**config.mk**
```make
export PLATFORM = sky130hd
export DESIGN_NAME = image_buffer
export DESIGN_NICKNAME = d
export VERILOG_FILES = /design/src/rtl/image_buffer_pkg.sv /design/src/rtl/image_buffer.sv
export SDC_FILE = /design/constraint.sdc
export NUM_CORES = 2
export LEC_CHECK = 0
export ABC_CLOCK_PERIOD_IN_PS = 30600
export BUFFER_PORTS_ARGS = -buffer_cell sky130_fd_sc_hd__clkbuf_2
export CAP_MARGIN = 5
export CORE_AREA = 2 2 368 370
export CTS_BUF_LIST = sky130_fd_sc_hd__clkbuf_4
export DETAILED_ROUTE_END_ITERATION = 12
export DIE_AREA = 0 0 370 372
export GPL_TIMING_DRIVEN = 0
export HOLD_SLACK_MARGIN = 0.06
export PLACE_DENSITY = 0.58
export SETUP_SLACK_MARGIN = 0.05
export SLEW_MARGIN = 20
export SYNTH_ARGS = -nofsm -noshare
export SYNTH_HDL_FRONTEND = slang
export SYNTH_SLANG_ARGS = --single-unit
```
**constraint.sdc**
```tcl
create_clock -name clk -period 30.6 [get_ports clk]
set_clock_uncertainty 0.2 [all_clocks]
set_input_delay 1.53 -clock clk [delete_from_list [all_inputs] [get_ports clk]]
set_output_delay 1.53 -clock clk [all_outputs]
set_load 0.1 [all_outputs]
```
**src/rtl/image_buffer_pkg.sv**
```systemverilog
// Shared image geometry and buffer state encoding for the SPI receive path,
// the top-level FSM, the BNN core and debug monitoring.
package image_pkg;

    localparam int IMG_W      = 30;
    localparam int IMG_H      = 30;
    localparam int IMG_PIXELS = IMG_W * IMG_H;
    localparam int BYTE_W     = 8;
    localparam int IMG_BITS   = 904;
    localparam int IMG_BYTES  = IMG_BITS / BYTE_W;
    localparam int ADDR_W     = 10;

    typedef enum logic [1:0] {
        BUF_EMPTY,
        BUF_FILLING,
        BUF_FULL
    } buf_state_t;

endpackage

```
**src/rtl/image_buffer.sv**
```systemverilog
// Packs the SPI byte stream into a flat 904-bit image and holds it for the BNN.
// Optional running byte checksum is enabled by defining IMAGE_BUFFER_CHECKSUM_EN.
module image_buffer #(
    parameter int IMG_BITS = 904,
    parameter int BYTE_W   = 8,
    parameter int ADDR_W   = 10
) (
    input  logic                clk,
    input  logic                rst,
    input  logic                buffer_write_enable,
    input  logic [BYTE_W-1:0]   buffer_data_in,
    input  logic                clear,
    input  logic                img_consume,
    output logic [IMG_BITS-1:0] img_out,
    output logic [ADDR_W-1:0]   write_addr,
    output logic                buffer_full,
    output logic                buffer_empty,
    output logic                overflow,
    output logic [7:0]          checksum
);
    import image_pkg::*;

    buf_state_t          state_q, state_d;
    logic [IMG_BITS-1:0] img_q, img_d;
    logic [ADDR_W-1:0]   addr_q, addr_d;
    logic                overflow_q, overflow_d;
    logic [BYTE_W-1:0]   byte_rev;
    logic [ADDR_W-1:0]   addr_next;
`ifdef IMAGE_BUFFER_CHECKSUM_EN
    logic [7:0]          checksum_q, checksum_d;
`endif

    // The byte MSB is the earliest pixel, so it lands on the lowest image bit.
    always_comb begin
        byte_rev = '0;
        for (int i = 0; i < BYTE_W; i++) begin
            byte_rev[i] = buffer_data_in[BYTE_W-1-i];
        end
    end

    assign addr_next = addr_q + ADDR_W'(BYTE_W);

    always_comb begin
        state_d    = state_q;
        img_d      = img_q;
        addr_d     = addr_q;
        overflow_d = overflow_q;
`ifdef IMAGE_BUFFER_CHECKSUM_EN
        checksum_d = checksum_q;
`endif
        if (clear) begin
            state_d    = BUF_EMPTY;
            img_d      = '0;
            addr_d     = '0;
            overflow_d = 1'b0;
`ifdef IMAGE_BUFFER_CHECKSUM_EN
            checksum_d = 8'h00;
`endif
        end else begin
            case (state_q)
                BUF_EMPTY, BUF_FILLING: begin
                    if (buffer_write_enable) begin
                        img_d[addr_q +: BYTE_W] = byte_rev;
                        addr_d  = addr_next;
                        state_d = (addr_next == ADDR_W'(IMG_BITS)) ? BUF_FULL : BUF_FILLING;
`ifdef IMAGE_BUFFER_CHECKSUM_EN
                        checksum_d = checksum_q + 8'(buffer_data_in);
`endif
                    end
                end
                BUF_FULL: begin
                    // Consume releases the slot but keeps img_out; overflow survives it.
                    if (buffer_write_enable) begin
                        overflow_d = 1'b1;
                    end
                    if (img_consume) begin
                        state_d = BUF_EMPTY;
                        addr_d  = '0;
`ifdef IMAGE_BUFFER_CHECKSUM_EN
                        checksum_d = 8'h00;
`endif
                    end
                end
                default: begin
                    state_d = BUF_EMPTY;
                    addr_d  = '0;
                end
            endcase
        end
    end

    always_ff @(posedge clk or posedge rst) begin
        if (rst) begin
            state_q    <= BUF_EMPTY;
            img_q      <= '0;
            addr_q     <= '0;
            overflow_q <= 1'b0;
`ifdef IMAGE_BUFFER_CHECKSUM_EN
            checksum_q <= 8'h00;
`endif
        end else begin
            state_q    <= state_d;
            img_q      <= img_d;
            addr_q     <= addr_d;
            overflow_q <= overflow_d;
`ifdef IMAGE_BUFFER_CHECKSUM_EN
            checksum_q <= checksum_d;
`endif
        end
    end

    assign img_out      = img_q;
    assign write_addr   = addr_q;
    assign overflow     = overflow_q;
    assign buffer_full  = (state_q == BUF_FULL);
    assign buffer_empty = (state_q == BUF_EMPTY);
`ifdef IMAGE_BUFFER_CHECKSUM_EN
    assign checksum     = checksum_q;
`else
    assign checksum     = 8'h00;
`endif

endmodule
```
=== Yosys cells after proc, flatten, opt, wreduce, memory -nomap -nowiden ===
Cells that the tools add are included.

* Input port bits: 13
* Register bits after elaboration: 917
* Output and inout bits: 925

* Multiplexer cells: 16
* Shifts and indexed selects: 2
* Reduce and logical (&&, ||, !) cells: 8
* Equality and inequality tests: 5
* $add $sub $neg: 2

{| class="wikitable"
|+ Operators with widths
! cell !! number
|-
| $mux 904 || 3
|-
| $bwmux 904 || 1
|-
| $shift 8x12->904 const A || 1
|-
| $shiftx 8x12->904 || 1
|-
| $mux 10 || 3
|-
| $pmux 10 s2 || 1
|-
| $neg 10->12 || 1
|-
| $add 10x4->10 const B || 1
|-
| $eq 10x10->1 const B || 1
|-
| $mux 2 || 4
|-
| $ne 3x3->1 const B || 2
|-
| $reduce_and 2->1 || 3
|-
| $reduce_bool 2->1 || 3
|-
| $pmux 2 s2 || 1
|-
| $mux 1 || 3
|-
| $eq 2x1->1 const B || 1
|-
| $eq 2x2->1 const B || 1
|-
| $logic_not 2->1 || 1
|-
| $reduce_or 2->1 || 1
|}

=== Logic depth before layout (Yosys ltp) ===
* Word-level depth: 6
* Gate-level depth with buffers: 12
* Depth with buffers taken out: 7

=== Worst setup path before layout ===
No wires, ideal clock.

* Path type: register -> register
* From: register addr_q[3] (netlist: write_addr[3])
* To: register img_q[376] (netlist: img_out[376])
* Buffers on the path: 2
* Required time: 30.268 ns
* Setup time: 0.132 ns
* Cell stages (with the launch flop): 10
* Slack: 26.962 ns
* Data arrival time: 3.306 ns
* Cell sequence: dfrtp_1 buf_2 inv_1 ha_1 nand2b_1 buf_1 a2111o_1 a221oi_4 mux2i_1 nor2_1

* Longest elaborated chain between the ends: 6
* Elaborated cells between the ends (all ways): 7
* Classes of those cells: 1 x add/sub; 2 x shift; 4 x mux

{| class="wikitable"
|+ Ends and longest elaborated chain
! element !! line !! source
|-
| start: declaration || image_buffer.sv:25 || <nowiki>logic [ADDR_W-1:0] addr_q, addr_d;</nowiki>
|-
| start signal: assignment || image_buffer.sv:104 || <nowiki>addr_q <= addr_d;</nowiki>
|-
| $neg 10->12 * || image_buffer.sv:63 || <nowiki>img_d[addr_q +: BYTE_W] = byte_rev;</nowiki>
|-
| $shiftx 8x12->904 or $shift 8x12->904 (tied branches) || image_buffer.sv:63 ||
|-
| $bwmux 904 * || image_buffer.sv:63 ||
|-
| $mux 904 * || image_buffer.sv:62 || <nowiki>if (buffer_write_enable) begin</nowiki>
|-
| $mux 904 * || image_buffer.sv:60 || <nowiki>case (state_q)</nowiki>
|-
| $mux 904 * || image_buffer.sv:51 || <nowiki>if (clear) begin</nowiki>
|-
| end signal: assignment || image_buffer.sv:103 || <nowiki>img_q <= img_d;</nowiki>
|-
| end: declaration || image_buffer.sv:24 || <nowiki>logic [IMG_BITS-1:0] img_q, img_d;</nowiki>
|}

Mark *: on every way between the ends. The rest lies on a longest branch, timed or not. The select of a mux whose other input is x is not followed.
A chain may end at the register's enable or synchronous reset.

=== Worst setup path in the final report ===
* From: register state_q[1]
* To: output buffer_full

* Longest elaborated chain between the ends: 1

{| class="wikitable"
|+ Ends and longest elaborated chain
! element !! line !! source
|-
| start: declaration || image_buffer.sv:23 || <nowiki>buf_state_t state_q, state_d;</nowiki>
|-
| start signal: assignment || image_buffer.sv:102 || <nowiki>state_q <= state_d;</nowiki>
|-
| $eq 2x2->1 || image_buffer.sv:115 || <nowiki>assign buffer_full = (state_q == BUF_FULL);</nowiki>
|-
| end: declaration || image_buffer.sv:16 || <nowiki>output logic buffer_full,</nowiki>
|}

No other way between the ends.

==> results.tsv <==
stage	metric	value	unit
run_status	status	completed	
synthesis	asr flop ratio synth	1.00	
global_routing	met1 usage	0.296	
clock_tree	Longest Clk Path Bufs	4	
floorplanning	Die W	370	um
synthesis	Ys Warns	0	
finish	register area	0.0229	mm2
floorplanning	Starting Density	0.305	
synthesis	Avg Synthesized Cell Area	12.7	um2
worst_setup_path	Worst Setup Path Type	reg -> out	
synthesis	number of flops mapped to enable cells by yosys	0	
global_routing	GRT met3 Usage	0.0706	
synthesis	FF+latch count, synth	914	
synthesis	top_reg_cell synth	dfrtp_1	
floorplanning	Die Footprint	0.138	mm2
synthesis	library cells used by synthesis	60	
drt	mean number of vias per cell	4.72	
global_routing	grt ovf	0	
placed_design	gp weighted congestion	0.846	
finish	share of layout cells above drive strength 1	0.338	
global_routing	first-pass GRT wire length	232000	um
sta	Worst slew margin	0.171	
clock_tree	Clock Latency Late Sink	1270	ps
placed_design	worst slack at placement	25890	ps
synthesis	mapped cell area	0.0410	mm2
synthesis	xor/xnor share of the synthesized area	0.00107	
global_routing	initial antenna violation count	8	
synthesis	Post-Synth Adder-Cell Area	0.000917	
sta	PnR worst setup slack	26220	ps
sta	Tightest Pin Transition	1240	ps
global_routing	GR Util All Layers	0.234	
floorplanning	die height	372	um
synthesis	largest family of logic cells by synthesized area	multiplexers	
worst_setup_path	Critical Path AT	2650	ps
worst_setup_path	crit end category	output port	
placed_design	placed cell area	0.0485	mm2
floorplanning	num ports	938	
flow_run	max-cap viol count	0	
synthesis	synthesized instance count	3219	
drt	DRC	0	
synthesis	top cell type's share of synthesized area	0.559	
synthesis	cell taking the most area after synthesis	dfrtp_1	
sta	Final setup viols	0	
power	pwr dens	49.1	mW/mm2
synthesis	register area share after synthesis	0.559	
clock_tree	Root Buffer	clkbuf_4	
worst_setup_path	type of origin of the critical path	flop	
clock_tree	postcts setup bufs	0	
sta	RSZ-0062 raised after global routing	false	
drt	Detailed Routing Iterations Pass 1	5	
drt	Post-Route WL	165000	um
placed_design	DP Cell Count	5962	
clock_tree	TritonCTS buffer count	280	
worst_setup_path	depth of the most critical reg-to-reg path	12	
finish	Layout fillers	13400	
sta	min cycle time layout	4380	ps
sta	Final Hold Vio Count	0	
synthesis	multiplexer share of the synthesized area	0.222	
clock_tree	CTS tree	yes	
synthesis	synth cell count leaders	dfrtp_1, mux2i_1, nand2b_1	
placed_design	DP HPWL	121000	um
placed_design	IO buf count	925	
power	maximum VDD drop	0.0324	mV
finish	multi-input logic area	0.0171	mm2
global_routing	number of global-route vias before repair	31300	
clock_tree	Sink Count	914	
floorplanning	std cell rows	135	
global_routing	largest net degree at the start of global routing	100	
global_routing	met2 Use GR	0.373	
worst_hold_path	hold depth	2	
drt	via count	30200	
drt	Initial DRC Count	1845	
worst_setup_path	worst-path fanout max	7	
synthesis	simple-gate share of the synthesized area	0.178	
synthesis	count leader, synth	dfrtp_1	
finish	fin nets	4480	
worst_hold_path	min-delay worst type	reg -> reg	
finish	Final Non-Filler Cells	6409	
synthesis	Synth Area in Compound Gates	0.0139	
finish	area grow syn2layout	26.1	%
sta	Final period util	0.143	
worst_setup_path	Worst Path Required	28870	ps
finish	cell area after layout	0.0516	mm2
clock_tree	Reg clk slew, reported paths	60	ps
clock_tree	H-Tree Depth	5	
sta	f_max	228	MHz
drt	Avg WL per Cell	25.7	um
drt	post-route ant nets	0	
floorplanning	core area	0.134	mm2
power	Pleak	29.7	nW
sta	Final Slew Violations	0	
synthesis	top post-synthesis cells by area	dfrtp_1, mux2i_1, nand2b_1	
global_routing	GR peak layer	met2	
-- registers in the layout (all words and copies together) (netlist names) --
| register | count |
|---|---|
| state_q | 2 |
| img_out | 904 |
| overflow | 1 |
| write_addr | 7 |
-- metal layers --
metal  routed length [um]  vias up  share of wire
met3                11900      244          0.072
li1                     -    13500              -
met1                69700    15400           0.42
met4                 5590        0          0.034
met5                    0        -              0
met2                77800     1138           0.47
-- cells in the final DEF (no fill, tap or decap), drive strengths merged, types with 2 or more instances in the layout --
| cell | instances |
|---|---|
| inv | 9 |
| and2 | 2 |
| nand2b | 832 |
| a2111oi | 2 |
| o31ai | 2 |
| a22o | 2 |
| xnor2 | 3 |
| nand3 | 107 |
| nor2 | 104 |
| nor2b | 6 |
| clkinv | 37 |
| and3 | 2 |
| dfrtp | 914 |
| diode | 12 |
| nor3 | 10 |
| or2 | 5 |
| mux2i | 906 |
| o211ai | 2 |
| nand4 | 4 |
| ha | 3 |
| a221oi | 10 |
| buf | 68 |
| a21oi | 5 |
| xor2 | 2 |
| nand3b | 2 |
| nand2 | 17 |
| o21ai | 15 |
| clkbuf | 1519 |
| nor4b | 2 |
| conb | 11 |
-- where the power goes --
part	switching (W)	total (W)	leakage [nW]	internal, W
logic	0.000149	0.000192	15.0	0.0000438
registers	0.00000116	0.00121	12.8	0.00121
clock network	0.000547	0.00113	1.90	0.000582
total	0.000697	0.00253	29.7	0.00184
-- timing repair --
| item | in CTS | in global routing |
|---|---|---|
| endpoints found under the hold margin | 57 | 0 |
| hold buffers | 1 | 0 |
| resized for setup | 0 | 0 |
-- worst max-delay path, cell delays in order, from the launching register on --
cell      delay, ps
dfrtp_1         440
nor2b_1         470
clkbuf_2        550
-- final timing paths --
kind	from	slack, ps	end
max	state_q[1]$_DFFE_PP0P_	26220	buffer_full
min	overflow$_DFFE_PP0P_	310	overflow$_DFFE_PP0P_
max reg2reg	write_addr[3]$_DFFE_PP0P_	26680	img_out[203]$_DFFE_PP0P_
min reg2reg	overflow$_DFFE_PP0P_	310	overflow$_DFFE_PP0P_
max in group asynchronous	rst	26890	img_out[134]$_DFFE_PP0P_
min in group asynchronous	rst	670	img_out[396]$_DFFE_PP0P_
-- metrics by stage --
step,setup TNS (ps),util,hold WS [ps],power (W)
after CTS,0,0.384,267,0.00257
after detailed placement,0,0.361,299,0.00143
after global placement,-7928890,0.356,283,0.00142
after global routing,0,0.384,306,0.00265
final,0,0.384,311,0.00253
after floorplan,0,-,304,0.00135
-- logic make-up (layout without fill, tap and decap cells) --
kind of cell    count (synthesis)  count (layout)
fa+ha+maj                       3               3
mux                           906             906
compound gates                 46              46
simple gates                 1097            1097
other cells                     1              23
xor+xnor                        5               5
flops                         914             914
buf+inv                       247            1634
-- final cells by class --
| class | instances | share of cell area |
|---|---|---|
| diodes | 12 | 0.000582 |
| plain buffers | 243 | 0.0203 |
| clock buffers | 392 | 0.0570 |
| clock inverters | 42 | 0.00332 |
| inverters | 4 | 0.000436 |
| multi-input cells | 2068 | 0.331 |
| flip-flops and latches | 914 | 0.443 |
| well taps | 1781 | 0.0432 |
| repair buffers | 953 | 0.101 |
Power figures use the tool's default switching activity.
